### src/rtl/id_stage.sv
// id_stage: instruction-decode stage of the 4-stage MIPS pipeline.
// Holds the register file, decodes R-type instructions, and tracks in-flight
// writes with one pending bit per register. Fetch is frozen while an
// instruction would read or overwrite a register that is still pending.
module id_stage #(
  parameter int SIZE = 32,
  parameter int REGS = 32
) (
  input  logic                    clk,
  input  logic                    rst,
  input  logic                    if_valid,
  input  logic [SIZE-1:0]         if_instr,
  input  logic [SIZE-1:0]         if_pc_4,
  input  logic                    wb_en,
  input  logic [$clog2(REGS)-1:0] wb_reg,
  input  logic [SIZE-1:0]         wb_data,
  output logic                    stall,
  output logic                    id_valid,
  output logic [SIZE-1:0]         id_pc_4,
  output logic [SIZE-1:0]         id_rs_data,
  output logic [SIZE-1:0]         id_rt_data,
  output logic [$clog2(REGS)-1:0] id_rd,
  output logic [4:0]              id_shamt,
  output logic [5:0]              id_funct,
  output logic                    illegal_op
);

  localparam int RW = $clog2(REGS);

  // Register file and the pending-write scoreboard.
  logic [SIZE-1:0] rf [REGS];
  logic [REGS-1:0] pending;
  logic [REGS-1:0] pending_next;

  // Decoded fields of the instruction currently presented by fetch.
  logic [5:0]    op;
  logic [RW-1:0] rs;
  logic [RW-1:0] rt;
  logic [RW-1:0] rd;
  logic [4:0]    shamt;
  logic [5:0]    funct;

  assign op    = if_instr[31:26];
  assign rs    = if_instr[21 +: RW];
  assign rt    = if_instr[16 +: RW];
  assign rd    = if_instr[11 +: RW];
  assign shamt = if_instr[10:6];
  assign funct = if_instr[5:0];

  // Operand values after r0 forcing and write-through bypass.
  logic [SIZE-1:0] rs_data;
  logic [SIZE-1:0] rt_data;

  // Control decisions for this cycle.
  logic r_type;
  logic issue;
  logic hz_rs;
  logic hz_rt;
  logic hz_rd;

  // A register is a hazard when a write to it is still outstanding and that
  // write is not landing this very cycle; r0 can never be a hazard.
  function automatic logic hazard(input logic [RW-1:0] r,
                                  input logic [REGS-1:0] pend,
                                  input logic we,
                                  input logic [RW-1:0] wr);
    hazard = pend[r] && !(we && (wr == r)) && (r != '0);
  endfunction

  // Combinational register read: r0 is hard zero, a same-cycle writeback wins.
  always_comb begin
    rs_data = rf[rs];
    rt_data = rf[rt];
    if (rs == '0) begin
      rs_data = '0;
    end else if (wb_en && (wb_reg == rs)) begin
      rs_data = wb_data;
    end
    if (rt == '0) begin
      rt_data = '0;
    end else if (wb_en && (wb_reg == rt)) begin
      rt_data = wb_data;
    end
  end

  // Hazard detection and issue decision; the rd term covers write-after-write.
  always_comb begin
    r_type = if_valid && (op == 6'd0);
    hz_rs  = hazard(rs, pending, wb_en, wb_reg);
    hz_rt  = hazard(rt, pending, wb_en, wb_reg);
    hz_rd  = hazard(rd, pending, wb_en, wb_reg);
    stall  = r_type && (hz_rs || hz_rt || hz_rd);
    issue  = r_type && !stall;
  end

  // Scoreboard update: a writeback clears its bit, a new issue sets its rd;
  // the set is applied last so it wins when both hit the same register.
  always_comb begin
    pending_next = pending;
    if (wb_en) begin
      pending_next[wb_reg] = 1'b0;
    end
    if (issue && (rd != '0)) begin
      pending_next[rd] = 1'b1;
    end
  end

  // Register-file write port; r0 writes are dropped, reset clears every entry.
  always_ff @(posedge clk) begin
    if (rst) begin
      for (int i = 0; i < REGS; i++) begin
        rf[i] <= '0;
      end
    end else if (wb_en && (wb_reg != '0)) begin
      rf[wb_reg] <= wb_data;
    end
  end

  // Scoreboard register.
  always_ff @(posedge clk) begin
    if (rst) begin
      pending <= '0;
    end else begin
      pending <= pending_next;
    end
  end

  // ID/EX pipeline register: capture on issue, otherwise insert a bubble and
  // keep the payload fields unchanged.
  always_ff @(posedge clk) begin
    if (rst) begin
      id_valid   <= 1'b0;
      id_pc_4    <= '0;
      id_rs_data <= '0;
      id_rt_data <= '0;
      id_rd      <= '0;
      id_shamt   <= '0;
      id_funct   <= '0;
    end else begin
      id_valid <= issue;
      if (issue) begin
        id_pc_4    <= if_pc_4;
        id_rs_data <= rs_data;
        id_rt_data <= rt_data;
        id_rd      <= rd;
        id_shamt   <= shamt;
        id_funct   <= funct;
      end
    end
  end

  // Sticky flag for any valid instruction that is not R-type.
  always_ff @(posedge clk) begin
    if (rst) begin
      illegal_op <= 1'b0;
    end else if (if_valid && (op != 6'd0)) begin
      illegal_op <= 1'b1;
    end
  end

endmodule

### config.mk
export PLATFORM = sky130hd
export DESIGN_NAME = id_stage
export DESIGN_NICKNAME = d
export VERILOG_FILES = /design/src/rtl/id_stage.sv
export SDC_FILE = /design/constraint.sdc
export NUM_CORES = 2
export LEC_CHECK = 0
export CAP_MARGIN = 20
export CELL_PAD_IN_SITES_DETAIL_PLACEMENT = 1
export CELL_PAD_IN_SITES_GLOBAL_PLACEMENT = 2
export CORE_MARGIN = 5
export CORE_UTILIZATION = 48
export DETAILED_ROUTE_END_ITERATION = 7
export PLACE_DENSITY = 0.95
export SETUP_SLACK_MARGIN = 0.05
export SYNTH_ARGS = -nofsm -noshare
export SYNTH_HDL_FRONTEND = slang
export SYNTH_SLANG_ARGS = --single-unit
### constraint.sdc
create_clock -name clk -period 11.8 [get_ports clk]
set_input_delay 3.54 -clock clk [delete_from_list [all_inputs] [get_ports clk]]
set_output_delay 3.54 -clock clk [all_outputs]
set_load 0.1 [all_outputs]
==> impl_metrics.env <==
export IMPL_path_class="primary input to output pin"
export IMPL_ys_top_cells_by_area="edfxtp_1, mux4_2, and2_1"
export IMPL_ys_warn_count=0
export IMPL_cts_buffers_inserted=130
export IMPL_relSlewSlack=0.169
export IMPL_grt_pass1_vias=47000
export IMPL_cts_clk_slew_worst_paths_ps=50
export IMPL_async_flop_share=0
export IMPL_wl_mm=239
export IMPL_drv_slew=0
export IMPL_worstHoldPathType="flip-flop to flip-flop"
export IMPL_synth_area_leader_cell="edfxtp_1"
export IMPL_max_freq_ghz=0.0994
export IMPL_cts_buffer_depth=3
export IMPL_maxCapViolCount=0
export IMPL_antenna_found_initial=20
export IMPL_crit_fanout=17
export IMPL_synthTopCellsByCount="edfxtp_1, and2_1, mux4_2, clkbuf_1, nand2_1"
export IMPL_hold_slack_ps=459
export IMPL_drtPass1Iterations=6
export IMPL_final_nets=4596
export IMPL_fin_skew_ps=29.0
export IMPL_setup_worst_path_start_class="primary input"
export IMPL_rows=131
export IMPL_grt_overflow_total=0
export IMPL_cts_sinks=1170
export IMPL_syn_mean_instance_area_sq_um=13.9
export IMPL_yosysTopAreaCellShare=0.499
export IMPL_rsz0062_at_grt="no"
export IMPL_synth_edf_count=1024
export IMPL_setup_tns_ps=0
export IMPL_drc=0
export IMPL_die_area_sq_um=136000
export IMPL_netlist_area_sq_um=61600
export IMPL_dpl_instance_area_sq_um=65800
export IMPL_yosys_most_used_dff="edfxtp_1"
export IMPL_fin_area_sq_um=69800
export IMPL_worstSkewPairLatency_ps=790
export IMPL_post_drt_via_cell_ratio=7.18
export IMPL_cp_required_ps=8260
export IMPL_antenna_left=0
export IMPL_ys_seq_area_frac=0.546
export IMPL_dr_first_iter_drc_count=7617
export IMPL_cp_end_kind="output pin"
export IMPL_synth_seq_cells=1170
export IMPL_vias=45100
export IMPL_initial_core_util=0.483
export IMPL_yosysUniqueCellTypes=63
export IMPL_reg2reg_depth=7
export IMPL_powerDensity_nw_per_um2=142
export IMPL_die_height_um=368
export IMPL_multi_input_area_sq_um=26700
export IMPL_cts_hold_buf=0
export IMPL_finalHoldViolations=0
export IMPL_cts_max_level=4
export IMPL_core_area_sq_um=128000
export IMPL_period_share=0.853
export IMPL_grt_usage=0.347
export IMPL_cts_root_buf="clkbuf_16"
export IMPL_peakVddDrop_v=0.000126
export IMPL_tightest_slew_ps=1240
export IMPL_syn_to_final_growth_pct=13.3
export IMPL_die_x_um=368
export IMPL_nFillCells=12100
export IMPL_cts_tree="built"
export IMPL_dpl_hpwl_mm=131
export IMPL_io_buffers=219
export IMPL_setup_viol=0
export IMPL_post_cts_resize_count=0
export IMPL_pin_count=220
export IMPL_cts_setup_buffers=0
export IMPL_syn_inst=4430
export IMPL_grt_max_degree=115
export IMPL_wl_per_cell_um=38.1
export IMPL_status="completed"
export IMPL_grt_pass1_wl_mm=339
export IMPL_whs_path_depth=2
export IMPL_yosysMostFrequentCell="edfxtp_1"
export IMPL_seqCellArea_sq_um=33700
export IMPL_gp_congestion=0.913
export IMPL_drive_above_1_share=0.208
export IMPL_cellLeakagePower_nw=24.0
export IMPL_period_minus_slack_ps=10060
export IMPL_arrival_ps=6520
==> power by group <==
group	total, mW	switching, mW	internal, mW
Clock	3.88	1.74	2.14
Sequential	4.83	0.125	4.70
Combinational	1.18	0.727	0.451
==> stage by stage <==
step	setup slack, ps	util	cells	power (mW)
CTS	1820	0.547	6253	9.85
finish	1740	0.548	6277	9.89
detailed placement	1840	0.516	6017	6.02
global placement	1960	0.516	6016	5.96
floorplan	2100	-	4461	5.56
global route	1720	0.547	6262	10.1
==> worst max-delay path: stages <==
cell and delay, ps:
clkdlybuf4s50_1 980, and2_1 960, a22oi_2 110, nand2_2 150
a22o_1 160, nor2b_1 50, a21oi_1 200, buf_4 340
==> layer usage <==
metal / up-vias / share of wire / GRT usage
li1: 17000 / - / -
met1: 22800 / 0.32 / 0.423
met2: 4195 / 0.46 / 0.543
met3: 1097 / 0.14 / 0.0976
met4: 2 / 0.075 / 0.229
met5: - / 0.000046 / 0
==> final timing paths <==
path                               startpoint                     endpoint  slack (ps)
setup / recovery                 if_instr[18]                        stall        1740
hold / removal    id_rs_data[10]$_SDFFE_PP0P_  id_rs_data[10]$_SDFFE_PP0P_         460
setup reg to reg       pending[22]$_SDFF_PP0_  id_rs_data[24]$_SDFFE_PP0P_        8280
hold reg to reg   id_rs_data[10]$_SDFFE_PP0P_  id_rs_data[10]$_SDFFE_PP0P_         460
==> layout make-up <==
cell class | instances | area share
Sequential cell | 1170 | 0.482
Antenna cell | 20 | 0.000717
Clock buffer | 191 | 0.0513
Tap cell | 1662 | 0.0298
Clock inverter | 45 | 0.00455
Timing Repair Buffer | 370 | 0.0492
Inverter | 11 | 0.000663
Multi-Input combinational cell | 2808 | 0.382
==> state kept, by name, indices dropped and copies added, names as in the netlist <==
register and count:
id_rt_data 32, id_rd 5, rf 1024, pending 32, id_rs_data 32, illegal_op 1
id_pc_4 32, id_valid 1, id_funct 6, id_shamt 5
==> cells by family (layout without fill, tap and decap cells) <==
family	count (synthesis)	in the layout	share of synthesized area
buffers and inverters	483	617	0.0340
XOR/XNOR	14	14	0.00199
AO/OA/AOI/OAI	448	448	0.0531
flip-flops	1170	1170	0.546
other	1	52	0.0000608
multiplexers	743	743	0.220
AND/OR/NAND/NOR	1571	1571	0.144
==> cells in the final DEF (no fill, tap or decap), types with 11 or more instances in the layout <==
cell type | synthesis | routed
clkinv_1 | 0 | 18
nand4_1 | 33 | 33
nor2_1 | 80 | 43
mux4_2 | 486 | 486
a222oi_1 | 32 | 32
o21bai_1 | 12 | 12
o22ai_1 | 18 | 18
conb_1 | 1 | 32
a22oi_1 | 159 | 159
o31ai_1 | 40 | 39
a221oi_1 | 24 | 24
clkinv_2 | 0 | 12
clkbuf_1 | 341 | 54
o21ai_4 | 0 | 29
a31oi_1 | 15 | 15
edfxtp_1 | 1024 | 1024
mux2i_1 | 204 | 204
mux2_2 | 48 | 48
nor2b_1 | 63 | 56
xor2_1 | 11 | 11
and2_1 | 998 | 997
nand2_1 | 285 | 284
a21oi_1 | 52 | 52
nor2_4 | 0 | 34
nand3_1 | 70 | 67
o211ai_1 | 22 | 22
clkdlybuf4s50_1 | 0 | 210
o21a_1 | 12 | 12
diode_2 | 0 | 20
dfxtp_1 | 146 | 146
clkbuf_16 | 0 | 133
buf_4 | 16 | 146
(Power assumes the default switching activity.)
